`config.mk`:
```
export PLATFORM = sky130hd
export DESIGN_NAME = mmio_uart_tx
export DESIGN_NICKNAME = d
export VERILOG_FILES = /design/src/rtl/mmio_uart_pkg.sv /design/src/rtl/sync_fifo.sv /design/src/rtl/mmio_uart_tx.sv
export SDC_FILE = /design/constraint.sdc
export NUM_CORES = 1
export LEC_CHECK = 0
export BUFFER_PORTS_ARGS = -buffer_cell sky130_fd_sc_hd__buf_2
export CORE_AREA = 2 2 221 440
export CTS_BUF_LIST = sky130_fd_sc_hd__clkbuf_4
export CTS_CLUSTER_SIZE = 25
export DETAILED_ROUTE_END_ITERATION = 8
export DIE_AREA = 0 0 223 442
export PLACE_DENSITY = 0.38
export RECOVER_POWER = 25
export SLEW_MARGIN = 10
export SYNTH_ARGS = -nofsm -noshare
export SYNTH_HDL_FRONTEND = slang
export SYNTH_SLANG_ARGS = --single-unit
```
`constraint.sdc`:
```
create_clock -name clk -period 4.5 [get_ports clk]
set_input_delay 0.9 -clock clk [delete_from_list [all_inputs] [get_ports clk]]
set_output_delay 0.9 -clock clk [all_outputs]
set_load 0.1 [all_outputs]
```
`src/rtl/mmio_uart_pkg.sv`:
```
// Shared types and constants for the MMIO word tracer (mmio_uart_tx).
// Byte-per-word derivation covers both the raw and MMIO_UART_HEX_EN builds.
package mmio_uart_pkg;

  typedef enum logic [1:0] {
    SER_IDLE,
    SER_START,
    SER_DATA,
    SER_STOP
  } ser_state_e;

  localparam logic [7:0] ASCII_DIGIT_BASE = 8'h30;
  localparam logic [7:0] ASCII_ALPHA_BASE = 8'h41;
  localparam logic [7:0] ASCII_NEWLINE    = 8'h0A;

  function automatic int bytes_per_word(input int bus_width, input bit hex_en);
    return hex_en ? (bus_width / 4 + 1) : (bus_width / 8);
  endfunction

  function automatic logic [7:0] hex_ascii(input logic [3:0] nib);
    if (nib < 4'd10) return ASCII_DIGIT_BASE + {4'd0, nib};
    return ASCII_ALPHA_BASE + {4'd0, nib} - 8'd10;
  endfunction

endpackage

```
`src/rtl/sync_fifo.sv`:
```
// Single-clock word FIFO; a push into a full FIFO is accepted only when a pop
// happens on the same edge.
module sync_fifo #(
  parameter int WIDTH = 32,
  parameter int DEPTH = 16
) (
  input  logic             clk,
  input  logic             rst_n,
  input  logic             push,
  input  logic             pop,
  input  logic [WIDTH-1:0] wr_data,
  output logic [WIDTH-1:0] rd_data,
  output logic             full,
  output logic             empty
);

  localparam int AW = $clog2(DEPTH);

  logic [WIDTH-1:0] mem [DEPTH];
  logic [AW:0]      wr_ptr;
  logic [AW:0]      rd_ptr;
  logic             do_push;
  logic             do_pop;

  assign empty   = (wr_ptr == rd_ptr);
  assign full    = (wr_ptr[AW] != rd_ptr[AW]) && (wr_ptr[AW-1:0] == rd_ptr[AW-1:0]);
  assign do_pop  = pop && !empty;
  assign do_push = push && (!full || do_pop);
  assign rd_data = mem[rd_ptr[AW-1:0]];

  always_ff @(posedge clk) begin
    if (!rst_n) begin
      wr_ptr <= '0;
      rd_ptr <= '0;
    end else begin
      if (do_push) wr_ptr <= wr_ptr + (AW+1)'(1);
      if (do_pop)  rd_ptr <= rd_ptr + (AW+1)'(1);
    end
  end

  always_ff @(posedge clk) begin
    if (do_push) mem[wr_ptr[AW-1:0]] <= wr_data;
  end

endmodule

```
`src/rtl/mmio_uart_tx.sv`:
```
// Captures every change of the MMIO word and streams it over 8N1 to the AVR.
// Define MMIO_UART_HEX_EN to send ASCII hex digits plus newline instead of raw bytes.
module mmio_uart_tx
  import mmio_uart_pkg::*;
#(
  parameter int BUS_WIDTH    = 32,
  parameter int CLKS_PER_BIT = 100,
  parameter int FIFO_DEPTH   = 16
) (
  input  logic                 clk,
  input  logic                 rst_n,
  input  logic [BUS_WIDTH-1:0] io_word,
  input  logic                 avr_rx_busy,
  output logic                 avr_rx,
  output logic                 busy,
  output logic                 overflow
);

`ifdef MMIO_UART_HEX_EN
  localparam bit HEX_EN  = 1'b1;
  localparam int NIBBLES = BUS_WIDTH / 4;
`else
  localparam bit HEX_EN  = 1'b0;
`endif
  localparam int BPW   = bytes_per_word(BUS_WIDTH, HEX_EN);
  localparam int IDX_W = (BPW > 1) ? $clog2(BPW) : 1;
  localparam int CNT_W = $clog2(CLKS_PER_BIT);

  function automatic logic [7:0] word_byte(input logic [BUS_WIDTH-1:0] w,
                                           input logic [IDX_W-1:0]     idx);
    logic [BUS_WIDTH-1:0] sh;
`ifdef MMIO_UART_HEX_EN
    if (int'(idx) >= NIBBLES) return ASCII_NEWLINE;
    sh = w >> (4 * (NIBBLES - 1 - int'(idx)));
    return hex_ascii(sh[3:0]);
`else
    sh = w >> (8 * (BPW - 1 - int'(idx)));
    return sh[7:0];
`endif
  endfunction

  logic [BUS_WIDTH-1:0] io_word_p0;
  logic                 word_chg;
  logic                 fifo_full;
  logic                 fifo_empty;
  logic                 fifo_pop;
  logic [BUS_WIDTH-1:0] fifo_rd_data;

  ser_state_e           state;
  ser_state_e           state_nxt;
  logic                 load;
  logic                 bit_end;
  logic [CNT_W-1:0]     clk_cnt;
  logic [2:0]           bit_idx;
  logic [7:0]           shift_reg;
  logic [BUS_WIDTH-1:0] word_reg;
  logic [IDX_W-1:0]     byte_idx;
  logic                 word_vld;
  logic [BUS_WIDTH-1:0] sel_word;
  logic [IDX_W-1:0]     sel_idx;
  logic                 tx_line;

  // Capture stage: compare against last sample, push on any difference
  assign word_chg = (io_word != io_word_p0);

  always_ff @(posedge clk) begin
    if (!rst_n) begin
      io_word_p0 <= '0;
      overflow   <= 1'b0;
    end else begin
      io_word_p0 <= io_word;
      if (word_chg && fifo_full && !fifo_pop) overflow <= 1'b1;
    end
  end

  sync_fifo #(
    .WIDTH (BUS_WIDTH),
    .DEPTH (FIFO_DEPTH)
  ) u_fifo (
    .clk     (clk),
    .rst_n   (rst_n),
    .push    (word_chg),
    .pop     (fifo_pop),
    .wr_data (io_word),
    .rd_data (fifo_rd_data),
    .full    (fifo_full),
    .empty   (fifo_empty)
  );

  // Serializer stage: unsent bytes of the held word take priority over a pop
  assign bit_end  = (clk_cnt == CNT_W'(CLKS_PER_BIT - 1));
  assign sel_word = word_vld ? word_reg : fifo_rd_data;
  assign sel_idx  = word_vld ? byte_idx : '0;

  always_comb begin
    state_nxt = state;
    load      = 1'b0;
    fifo_pop  = 1'b0;
    case (state)
      SER_IDLE: begin
        if (!avr_rx_busy && (word_vld || !fifo_empty)) begin
          load      = 1'b1;
          fifo_pop  = !word_vld;
          state_nxt = SER_START;
        end
      end
      SER_START: if (bit_end) state_nxt = SER_DATA;
      SER_DATA:  if (bit_end && bit_idx == 3'd7) state_nxt = SER_STOP;
      SER_STOP:  if (bit_end) state_nxt = SER_IDLE;
      default:   state_nxt = SER_IDLE;
    endcase
  end

  always_ff @(posedge clk) begin
    if (!rst_n) state <= SER_IDLE;
    else        state <= state_nxt;
  end

  always_ff @(posedge clk) begin
    if (!rst_n) begin
      clk_cnt  <= '0;
      bit_idx  <= '0;
      byte_idx <= '0;
      word_vld <= 1'b0;
      tx_line  <= 1'b1;
    end else begin
      clk_cnt <= (state == SER_IDLE || bit_end) ? '0 : clk_cnt + CNT_W'(1);
      if (load) begin
        bit_idx  <= '0;
        word_vld <= (sel_idx != IDX_W'(BPW - 1));
        byte_idx <= (sel_idx == IDX_W'(BPW - 1)) ? '0 : sel_idx + IDX_W'(1);
      end else if (state == SER_DATA && bit_end) begin
        bit_idx <= bit_idx + 3'd1;
      end
      // Line is registered, so it trails the state by exactly one cycle
      case (state)
        SER_START: tx_line <= 1'b0;
        SER_DATA:  tx_line <= shift_reg[0];
        default:   tx_line <= 1'b1;
      endcase
    end
  end

  always_ff @(posedge clk) begin
    if (load) begin
      shift_reg <= word_byte(sel_word, sel_idx);
      if (fifo_pop) word_reg <= fifo_rd_data;
    end else if (state == SER_DATA && bit_end) begin
      shift_reg <= {1'b0, shift_reg[7:1]};
    end
  end

  assign avr_rx = tx_line;
  assign busy   = !fifo_empty || (state != SER_IDLE) || word_vld;

endmodule
```
After elaboration in Yosys (flattened, before gate mapping)
Memories as Yosys holds them, arrays and structs flattened. A register that Yosys moved wholly into a read port is not among the register bits.
Cells that the tools add are included.
W data, S select, Z words.
- $add $sub $neg: 6
- equal/unequal tests: 15
- shifts and indexed selects: 1
- muxes and demuxes: 19
- bitwise logic cells: 1
- reductions and logical operators: 25
- operator list (cell ; count):
    $mux W32 ; 1
    $ne A32 B32 Y1 ; 1
    $shr A32 B32 Y8 ; 1
    $mux W8 ; 2
    $mux W2 ; 6
    $add A5 B1 Y5 const B ; 2
    $ne A2 B2 Y1 const B ; 5
    $logic_and A1 B1 Y1 ; 8
    $mux W4 ; 2
    $pmux W2 S4 ; 1
    $add A7 B1 Y7 const B ; 1
    $eq A7 B7 Y1 const B ; 1
    $eq A2 B2 Y1 const B ; 3
    $mux W1 ; 6
    $eq A5 B5 Y1 ; 1
    $logic_not A1 Y1 ; 5
    $logic_or A1 B1 Y1 ; 5
    $eq A4 B4 Y1 ; 1
    $reduce_and A4 Y1 ; 1
    $reduce_bool A2 Y1 ; 2
    $reduce_or A2 Y1 ; 2
    $add A3 B1 Y3 const B ; 1
    $eq A3 B3 Y1 const B ; 1
    $sub A2 B2 Y3 const A ; 1
    other kinds (7) ; 7
- register bits after elaboration: 99
- memory bits (writable): 512
- input bits: 35
- output and inout port bits: 3
- word-level logic and storage cells: 80
- memories kept: 1
- memories (name ; depth ; bits a word ; rd ports ; clocked after Yosys merged registers in ; wr ports ; line ; RTL):
    u_fifo.mem ; 16 ; 32 ; 1 ; 1 ; 1 ; sync_fifo.sv:19 ; logic [WIDTH-1:0] mem [DEPTH];

Logic depth before layout (Yosys ltp)
- depth after elaboration: 11
- gate-level depth with buffers: 9
- mapped depth without buffers: 8

Cells and area by module
From an unflattened synthesis, not the netlist that was laid out.
- cells, all modules: 1076
- area total of the unflattened synthesis: 23804.1 sq um
- by module, submodules not included (module ; instances ; cells each ; area an instance (sq um) ; sequential area each (sq um)):
    sync_fifo ; 1 ; 797 ; 20219.4 ; 15655.0
    mmio_uart_tx ; 1 ; 279 ; 3584.7 ; 2182.1

Least setup slack after synthesis
OpenSTA, ideal clock, no wires.
- kind: input to register
- start point: input avr_rx_busy
- end point: memory u_fifo.mem[12][0] (enable)
- library setup time: 392 ps
- arrival: 2664 ps
- data required time: 4108 ps
- slack: 1444 ps
- stages: 6
- path buffers: 1
- cells stage by stage: nand2b_1 -> o21ai_0 -> nor2_1 -> a21oi_2 -> clkbuf_1 -> and3_1
- word-level cells in the longest chain between the ends: 9
- RTL lines (item ; line ; RTL):
    from (decl) ; mmio_uart_tx.sv:13 ; input logic avr_rx_busy,
    $logic_not A1 Y1 ; mmio_uart_tx.sv:101 ; if (!avr_rx_busy && (word_vld || !fifo_empty)) begin
    $logic_and A1 B1 Y1 ; mmio_uart_tx.sv:101 ;
    $mux W1 ; mmio_uart_tx.sv:101 ;
    $mux W1 ; mmio_uart_tx.sv:99 ; case (state)
    $logic_and A1 B1 Y1 ; sync_fifo.sv:27 ; assign do_pop = pop && !empty;
    $logic_or A1 B1 Y1 ; sync_fifo.sv:28 ; assign do_push = push && (!full || do_pop);
    $logic_and A1 B1 Y1 ; sync_fifo.sv:28 ;
    $mux W1 ; sync_fifo.sv:42 ; if (do_push) mem[wr_ptr[AW-1:0]] <= wr_data;
    $mux W1 (implied by the code) ; sync_fifo.sv:42 ;
    to (decl) ; sync_fifo.sv:19 ;
No other way between the ends.

Worst setup path after layout
- start point: register u_fifo.wr_ptr[2]
- end point: output busy
- word-level cells in the longest chain between the ends: 4
- RTL lines (item ; line ; RTL):
    from (decl) ; sync_fifo.sv:20 ; logic [AW:0] wr_ptr;
    from (signal assigned) ; sync_fifo.sv:36 ; if (do_push) wr_ptr <= wr_ptr + (AW+1)'(1);
    $eq A5 B5 Y1 ; sync_fifo.sv:25 ; assign empty = (wr_ptr == rd_ptr);
    $logic_not A1 Y1 ; mmio_uart_tx.sv:154 ; assign busy = !fifo_empty || (state != SER_IDLE) || word_vld;
    $logic_or A1 B1 Y1 (2 in a row) ; mmio_uart_tx.sv:154 ;
    to (decl) ; mmio_uart_tx.sv:15 ; output logic busy,
No other way between the ends.

==> metrics.cfg <==
[placement]
place_ws_ns = 0.593
placedCellCount = 2349
gp_routability_congestion = 0.724
detailedPlacementHpwl_um = 41500
place.port_buffers = 37

[floorplan]
std_cell_rows = 160
die_footprint_um2 = 98600
die_h_um = 442
floorplan.core_area_um2 = 95100
start_util_pct = 24.8
boundaryPins = 38
die_width_um = 223

[final_layout]
area_delta_synth_final_pct = 16.1
register_area_um2 = 17800
multi_input_comb_area_um2 = 5430
largest_register_ffs = 512
fin_cells = 2615
final_layout_size_suffix_gt1_share_pct = 33.8
number_of_nets_in_the_final_layout = 1332
num-fill-cells = 9314

[sta]
finalSetupTns_ns = 0
final-setup-viol-count = 0
rsz_0062_raised_after_global_routing = no
actual_slew_at_the_worst_max_slew_pin_ns = 1.18
timing.fmax_mhz = 267
worst_clock_skew_ns = 0.0766
timing.max_slew.rel_slack_pct = 21.4
post-route-period-util_pct = 83.1
finalHoldWorstSlack_ns = 0.360
finalHoldViolations = 0
number_of_pins_with_negative_max_slew_slack_in_the_final_report = 0
fin_ws_ns = 0.760
min_clock_period_post_route_ns = 3.74

[logic_synthesis]
postSynthNetCount = 1145
synthesis.area_um2 = 23500
syn-instance-count = 1097
synth-seq-area-share_pct = 75.8
cell_accounting_for_the_most_synthesized_area = edfxtp_1
total_number_of_yosys_warnings = 0
synth.top_cell.area_share_pct = 70.4
synthMostInstantiatedCell = edfxtp_1
ys_ff_latch = 615
synth-edff-count = 552
synthFlopType = edfxtp_1
biggest_area_contributors_in_the_synthesized_netlist = edfxtp_1 (70%), mux4_2 (15%), dfxtp_1 (5.4%)
synth-async-reset-ratio_pct = 0
synth.distinct_cells = 42
synthesis.area_per_instance_um2 = 21.5
synth_common_cells = edfxtp_1 (552), mux4_2 (156), dfxtp_1 (63)

[pwr]
sequentialPowerShare_pct = 50.0
power.static_leakage_uw = 0.00857
comb_power_share_pct = 15.4
share_clk_of_total_power_pct = 34.6
p_sw_uw = 3590
fin_total_pwr_uw = 13500
vdd.ir_drop.worst_mv = 0.171
power_density_relative_to_cell_area_nw_per_um2 = 493
internal-power_uw = 9860
swShare_pct = 26.7

[clock_network]
ctsHtreeMaxLevel = 4
numCtsBuffers = 148
ctsHoldBuffers = 0
worst_setup_hold_path_clk_slew_ns = 0.07
clockRootBuffer = clkbuf_4
cts_tree = yes
clkSinkCount = 615
cts_setup_buffers = 0
clk_path_buf_depth = 3
cts-resized-gates = 0
clk-insertion-delay-late_ns = 0.95

[routing]
avgRoutedWirePerCell_um = 25.1
via_count = 11408
detailed_route_drc_error_count = 0
drt-initial-drc-count = 731
ant_nets = 0
wl_um = 65700
firstDrtPassIters = 5
route.detailed.vias_per_inst = 4.36

[global_routing]
overflow = 0
track_usage_pct = 13.6
wire_length_of_the_first_global_routing_pass_um = 93500
pin_count_of_the_biggest_net_entering_global_routing = 48
first_global_vias = 12750
antenna_found_initial = 5

[worst_hold_path]
hold_path_class = primary input to register

[critical_path]
worstSetupStartpointType = register
critical_path_class = register to primary output
worstSetupEndpointType = primary output
cp_slowest_stage_delay_ns = 0.54
timing.critical_path.buf_inv = 1
worst-path-max-fanout = 7
crit_path_cell_trace = xnor2_1 -> nand4_1 -> nor3_2 -> nand2_1 -> buf_2
critical_path.top_delay_family = simple AND/OR/NAND/NOR gates
timing.critical_path.required_ns = 3.60
crit_path_top_delay_cell = dfxtp_1
data_arrival_critical_path_ns = 2.84

[flow_run]
maxCapViolCount = 0

[run_status]
outcome = finished clean

-- final cells by class --
class                      count  share of cell area, %
sequential                   615                   65.3
multi-input combinational    423                   19.9
clock buffer                 223                   6.13
tap                         1215                   5.56
timing repair buffer          87                   2.18
clock inverter                41                  0.815
inverter                       9                  0.124
antenna                        2                 0.0183
-- layer usage --
metal / wire (um) / GRT usage, % / vias up
li1: - / - / 4971
met1: 22900 / 13.6 / 6069
met2: 38400 / 26.9 / 251
met3: 2260 / 2.79 / 113
met4: 2040 / 5.54 / 4
met5: 34 / 0 / -
-- path summary, 6_finish.rpt --
check | from | depth (start not counted) | end | slack (ns)
min | io_word[14] | 1 | u_fifo.mem[2][14] | 0.36
min reg2reg | clk_cnt[0] | 1 | clk_cnt[0] | 0.47
max | u_fifo.wr_ptr[2] | 5 | busy | 0.76
max reg2reg | state[0] | 8 | u_fifo.mem[13][24] | 1.05
-- cells by family (layout without fill, tap and decap cells) --
group / Yosys count / count (layout) / synth area share, %
multiplexers: 166 / 166 / 15.6
flip-flops: 615 / 615 / 75.8
buffers and inverters: 59 / 360 / 1.31
AND/OR/NAND/NOR: 137 / 137 / 3.24
AO/OA/AOI/OAI: 58 / 58 / 1.56
XOR/XNOR: 49 / 49 / 1.82
adder cells (fa/ha/maj): 13 / 13 / 0.691
other: 0 / 2 / 0
-- per-stage QoR --
step	area (um2)	utilization, %
3_3_place_gp	25500	26.8
2_1_floorplan	23500	-
3_5_place_dp	25500	26.8
4_1_cts	27400	28.8
5_1_grt	27300	28.7
6_report	27300	28.7
-- power groups by stage --
stage	registers (uW)	clock network, uW	logic [uW]
floorplan	6750	0	1520
global placement	6860	0	2150
detailed placement	6860	0	2170
CTS	6740	4880	2170
global route	6750	5110	2250
finish	6730	4660	2070
-- layout by cell type, fill, tap and decap left out, types with 13 or more instances in the layout --
cell type,instances
clkbuf_1,33
a22oi_1,16
nand2_1,21
xnor2_1,42
buf_4,32
clkinv_1,28
buf_2,14
edfxtp_1,552
nor2_1,23
ha_1,13
and2_1,43
a21oi_1,27
dfxtp_1,59
mux4_2,156
clkbuf_4,223
No activity file was read; power rests on OpenSTA's default activity.
